===== src/rtl/barrel_pkg.sv =====
// Shared definitions for the pipelined barrel shifter: operation encoding.
package barrel_pkg;

  localparam int unsigned OP_W = 2;

  typedef enum logic [OP_W-1:0] {
    OP_SLL = 2'd0,
    OP_SRL = 2'd1,
    OP_SRA = 2'd2,
    OP_ROL = 2'd3
  } shift_op_e;

endpackage


===== src/rtl/shift_stage.sv =====
// Single-distance shifter: moves data by SHIFT positions when en is set.
module shift_stage
  import barrel_pkg::*;
#(
  parameter int unsigned WIDTH = 16,
  parameter int unsigned SHIFT = 1
) (
  input  logic [WIDTH-1:0] data,
  input  logic             en,
  input  shift_op_e        op,
  input  logic             sign,
  output logic [WIDTH-1:0] res
);

  always_comb begin
    res = data;
    if (en) begin
      case (op)
        OP_SLL:  res = data << SHIFT;
        OP_SRL:  res = data >> SHIFT;
        // sign is the original operand MSB, not this stage's input MSB
        OP_SRA:  res = {{SHIFT{sign}}, data[WIDTH-1:SHIFT]};
        OP_ROL:  res = {data[WIDTH-1-SHIFT:0], data[WIDTH-1:WIDTH-SHIFT]};
        default: res = data;
      endcase
    end
  end

endmodule


===== src/rtl/pipelined_barrel_shifter.sv =====
// Pipelined barrel shifter, one register stage per shift-amount bit, with a
// globally stalled valid/ready handshake on input and output.
module pipelined_barrel_shifter
  import barrel_pkg::*;
#(
  parameter int unsigned WIDTH = 16
) (
  input  logic                     clk,
  input  logic                     rst,
  input  logic                     in_valid,
  output logic                     in_ready,
  input  logic [WIDTH-1:0]         in_data,
  input  logic [$clog2(WIDTH)-1:0] in_amt,
  input  logic [OP_W-1:0]          in_op,
  output logic                     out_valid,
  input  logic                     out_ready,
  output logic [WIDTH-1:0]         out_data,
  output logic                     out_zero
);

  localparam int unsigned SHW    = $clog2(WIDTH);
  localparam int unsigned STAGES = SHW;

  // Remaining amt bits are shifted down each stage so bit 0 always drives the shifter.
  typedef struct packed {
    logic [WIDTH-1:0] data;
    logic [SHW-1:0]   amt;
    shift_op_e        op;
    logic             sign;
  } stage_t;

  logic             advance;
  logic             vld_q [STAGES];
  stage_t           pl_q  [STAGES];
  logic             s_vin [STAGES];
  stage_t           s_in  [STAGES];
  logic [WIDTH-1:0] s_res [STAGES];
  logic             zero_q;

  assign advance  = !vld_q[STAGES-1] || out_ready;
  assign in_ready = advance;

  for (genvar k = 0; k < STAGES; k++) begin : g_stage
    if (k == 0) begin : g_head
      assign s_vin[k] = in_valid;
      assign s_in[k]  = '{data: in_data, amt: in_amt, op: shift_op_e'(in_op),
                          sign: in_data[WIDTH-1]};
    end else begin : g_body
      assign s_vin[k] = vld_q[k-1];
      assign s_in[k]  = pl_q[k-1];
    end

    shift_stage #(
      .WIDTH(WIDTH),
      .SHIFT(1 << k)
    ) u_shift (
      .data(s_in[k].data),
      .en  (s_in[k].amt[0]),
      .op  (s_in[k].op),
      .sign(s_in[k].sign),
      .res (s_res[k])
    );

    // Payload only loads on a valid beat; bubbles advance the valid bit alone.
    always_ff @(posedge clk or posedge rst) begin
      if (rst) begin
        vld_q[k] <= 1'b0;
        pl_q[k]  <= '0;
      end else if (advance) begin
        vld_q[k] <= s_vin[k];
        if (s_vin[k]) begin
          pl_q[k] <= '{data: s_res[k], amt: SHW'(s_in[k].amt >> 1),
                       op: s_in[k].op, sign: s_in[k].sign};
        end
      end
    end
  end

  // Zero flag registered alongside the final result.
  always_ff @(posedge clk or posedge rst) begin
    if (rst) begin
      zero_q <= 1'b1;
    end else if (advance && s_vin[STAGES-1]) begin
      zero_q <= (s_res[STAGES-1] == '0);
    end
  end

  assign out_valid = vld_q[STAGES-1];
  assign out_data  = pl_q[STAGES-1].data;
  assign out_zero  = zero_q;

endmodule

===== config.mk =====
export PLATFORM = sky130hd
export DESIGN_NAME = pipelined_barrel_shifter
export DESIGN_NICKNAME = d
export VERILOG_FILES = /design/src/rtl/barrel_pkg.sv /design/src/rtl/shift_stage.sv /design/src/rtl/pipelined_barrel_shifter.sv
export SDC_FILE = /design/constraint.sdc
export NUM_CORES = 1
export LEC_CHECK = 0
export CORE_ASPECT_RATIO = 1.75
export CORE_MARGIN = 2
export CORE_UTILIZATION = 40
export DETAILED_ROUTE_END_ITERATION = 10
export SLEW_MARGIN = 20
export SYNTH_ARGS = -nofsm -noshare
export SYNTH_HDL_FRONTEND = slang
export SYNTH_SLANG_ARGS = --single-unit

===== constraint.sdc =====
create_clock -name clk -period 6.7 [get_ports clk]
set_input_delay 1.005 -clock clk [delete_from_list [all_inputs] [get_ports clk]]
set_output_delay 1.005 -clock clk [all_outputs]
set_load 0.005 [all_outputs]

==> results_dict.tcl <==
set metrics [dict create \
    clk_pin_slew_ps 60 \
    ys_seq_area_frac 0.454 \
    max_slew.worst_pin.slew_ps 997 \
    nets 560 \
    synth_edf_count 0 \
    cts_sinks 84 \
    p_leak_nw 2.29 \
    cp.required_ps 5690 \
    worstHoldStart "out_data[6]" \
    seq_power_share 0.422 \
    grt_pass1_wl_mm 16.1 \
    irDropWorstVdd_mv 0.227 \
    grt_max_degree 85 \
    cts_tree "built" \
    place_congestion 0.856 \
    layout_commonest_cell "nand2_1" \
    drt_iter0_drc 148 \
    syn_avg_cell_area_um2 8.77 \
    switching_share 0.399 \
    synth_nets 554 \
    cts.path.max_buffers 2 \
    io_pins 45 \
    start_util 0.405 \
    critPathLaunch "out_ready" \
    vias 3566 \
    cts_hold_buffers 0 \
    syn_area_um2 4630 \
    antenna_found_initial 0 \
    clock.fmax_mhz 308 \
    syn2layout_area_growth_pct 13.4 \
    hold_viol 0 \
    finalClockSkew_ps 5.43 \
    relSlewSlack 0.332 \
    ant_nets 0 \
    coreArea_um2 11500 \
    first_global_vias 3418 \
    via_per_inst 5.29 \
    rsz0062_at_grt "false" \
    power_frac_clock 0.186 \
    r2r_slack_ps 4630 \
    io_buffers 44 \
    grt.total_usage 0.162 \
    num_rows 52 \
    hold_path_class "flop to flop" \
    finalSetupTns_ps 0 \
    fp.dieArea_um2 12500 \
    drtPass1Iterations 4 \
    finalCritPeriodShare 0.485 \
    wl_per_cell_um 14.1 \
    place_area_um2 4980 \
    yosysWarnings 0 \
    clk_latency_ps 340 \
    drc 0 \
    fillers 1168 \
    crit_path_end_kind "output port" \
    ctsResizeCount 0 \
    report.final.slew_viol_count 0 \
    power_w 0.00245 \
    cts_root_buffer "clkbuf_16" \
    power.density_nw_per_um2 467 \
    path_max_fanout 6 \
    cts_setup_buffers 0 \
    die_h_um 146 \
    cp.arrival_ps 2240 \
    startpoint_type "input pin" \
    p_comb_frac 0.392 \
    wirelength_mm 9.52 \
    layout_common_cells "125 x nand2_1, 83 x dfrtp_1, 50 x o21ai_1, 48 x o21ai_0, 44 x clkdlybuf4s50_1" \
    antenna_cells 0 \
    cts_made_buffers 9 \
    overflow 0 \
    synthFlopType "dfrtp_1" \
    critical_path_class "input pin to output port" \
    synth_seq_cells 84 \
    postLayoutCoreUtil 0.459 \
    ys_async_sr_fraction 1.00 \
    worst_r2r_startpoint "pl_q[26]" \
    syn-instance-count 528 \
    yosysUniqueCellTypes 40 \
    dp_hpwl_mm 7.16 \
    period_minus_slack_ps 3250 \
    fin_area_um2 5260 \
    cts_max_level 3 \
    status "complete, no violations" \
    max_cap_violations 0 \
    power_switching_w 0.000979 \
    fp.dieW_um 85.4 \
    setup-violations-final 0 \
    drive_gt1_frac 0.0798 \
    internal_power_w 0.00147 \
]
-- layer usage --
metal,up-vias,share of wire,global-route usage
met1,1614,0.37,0.160
met2,94,0.55,0.296
met4,0,0.045,0.109
met3,31,0.034,0.0311
li1,1827,-,-
met5,-,0,0
-- metrics by stage --
stage	worst slack (ps)	std cells	hold WS, ps
after floorplan	3530	528	447
after global placement	3460	658	462
after detailed placement	3440	658	469
after CTS	3440	674	481
after global routing	3330	674	494
final	3450	674	472
-- worst max-delay path: stages --
cell and delay, ps:
clkdlybuf4s50_1 400, nor2b_1 260, inv_2 120, clkdlybuf4s50_1 460
-- cell families (layout without fill, tap and decap cells) --
group | count (synthesis) | count (layout) | share of synthesized area
and+or+nand+nor | 176 | 176 | 0.163
AOI/OAI and AO/OA | 153 | 153 | 0.185
DFF | 84 | 84 | 0.454
muxes | 53 | 53 | 0.120
buffers and inverters | 58 | 69 | 0.0694
xor gates and xnor gates | 4 | 4 | 0.00918
-- layout make-up --
type                    instances  area (um^2)  share of cell area
clock buffers                  14          264              0.0502
well taps                     135          169              0.0321
multi-input cells             386         2210               0.420
flip-flops and latches         84         2100               0.400
clock inverters                 2         10.0             0.00190
inverters                       3         12.5             0.00238
repair buffers                 50          489              0.0931
-- flip-flops by register name (all words and copies together) (netlist names) --
signal     count
pl_q          63
out_data      16
s_vin          3
out_valid      1
out_zero       1
-- synth_stat cells, types with 2 or more instances --
master	instances	area [um^2]
a211oi_1	5	37.5
a21o_1	5	37.5
a21oi_1	23	115
a22oi_1	7	52.6
a31oi_1	3	18.8
buf_1	4	15.0
buf_2	11	55.1
buf_4	18	135
buf_6	3	33.8
clkbuf_1	19	71.3
dfrtp_1	83	2080
inv_1	2	7.51
mux2_1	4	45.0
mux2_2	16	180
mux2i_1	33	330
nand2_1	125	469
nand2b_1	9	56.3
nand3_1	13	65.1
nand4_1	2	12.5
nor2_1	10	37.5
nor2b_1	10	62.6
nor4_1	3	18.8
o211ai_1	5	37.5
o21ai_0	48	240
o21ai_1	50	250
o22ai_1	2	12.5
xnor2_1	2	17.5
-- power groups by stage --
stage	Sequential (W)	Clock, W	Combinational (W)
3_5_place_dp	0.00104	0	0.000974
5_1_grt	0.00107	0.000494	0.00110
6_report	0.00103	0.000457	0.000961
3_3_place_gp	0.00103	0	0.000944
2_1_floorplan	0.000861	0	0.000919
4_1_cts	0.00103	0.000466	0.000976
-- worst paths after layout --
path,to,cells after the start
min reg2reg,out_data[6],2
min,out_data[6],2
max in group asynchronous,pl_q[82],3
max reg2reg,out_zero,4
max,in_ready,4
min in group asynchronous,out_data[5],3
(Power assumes the default switching activity.)
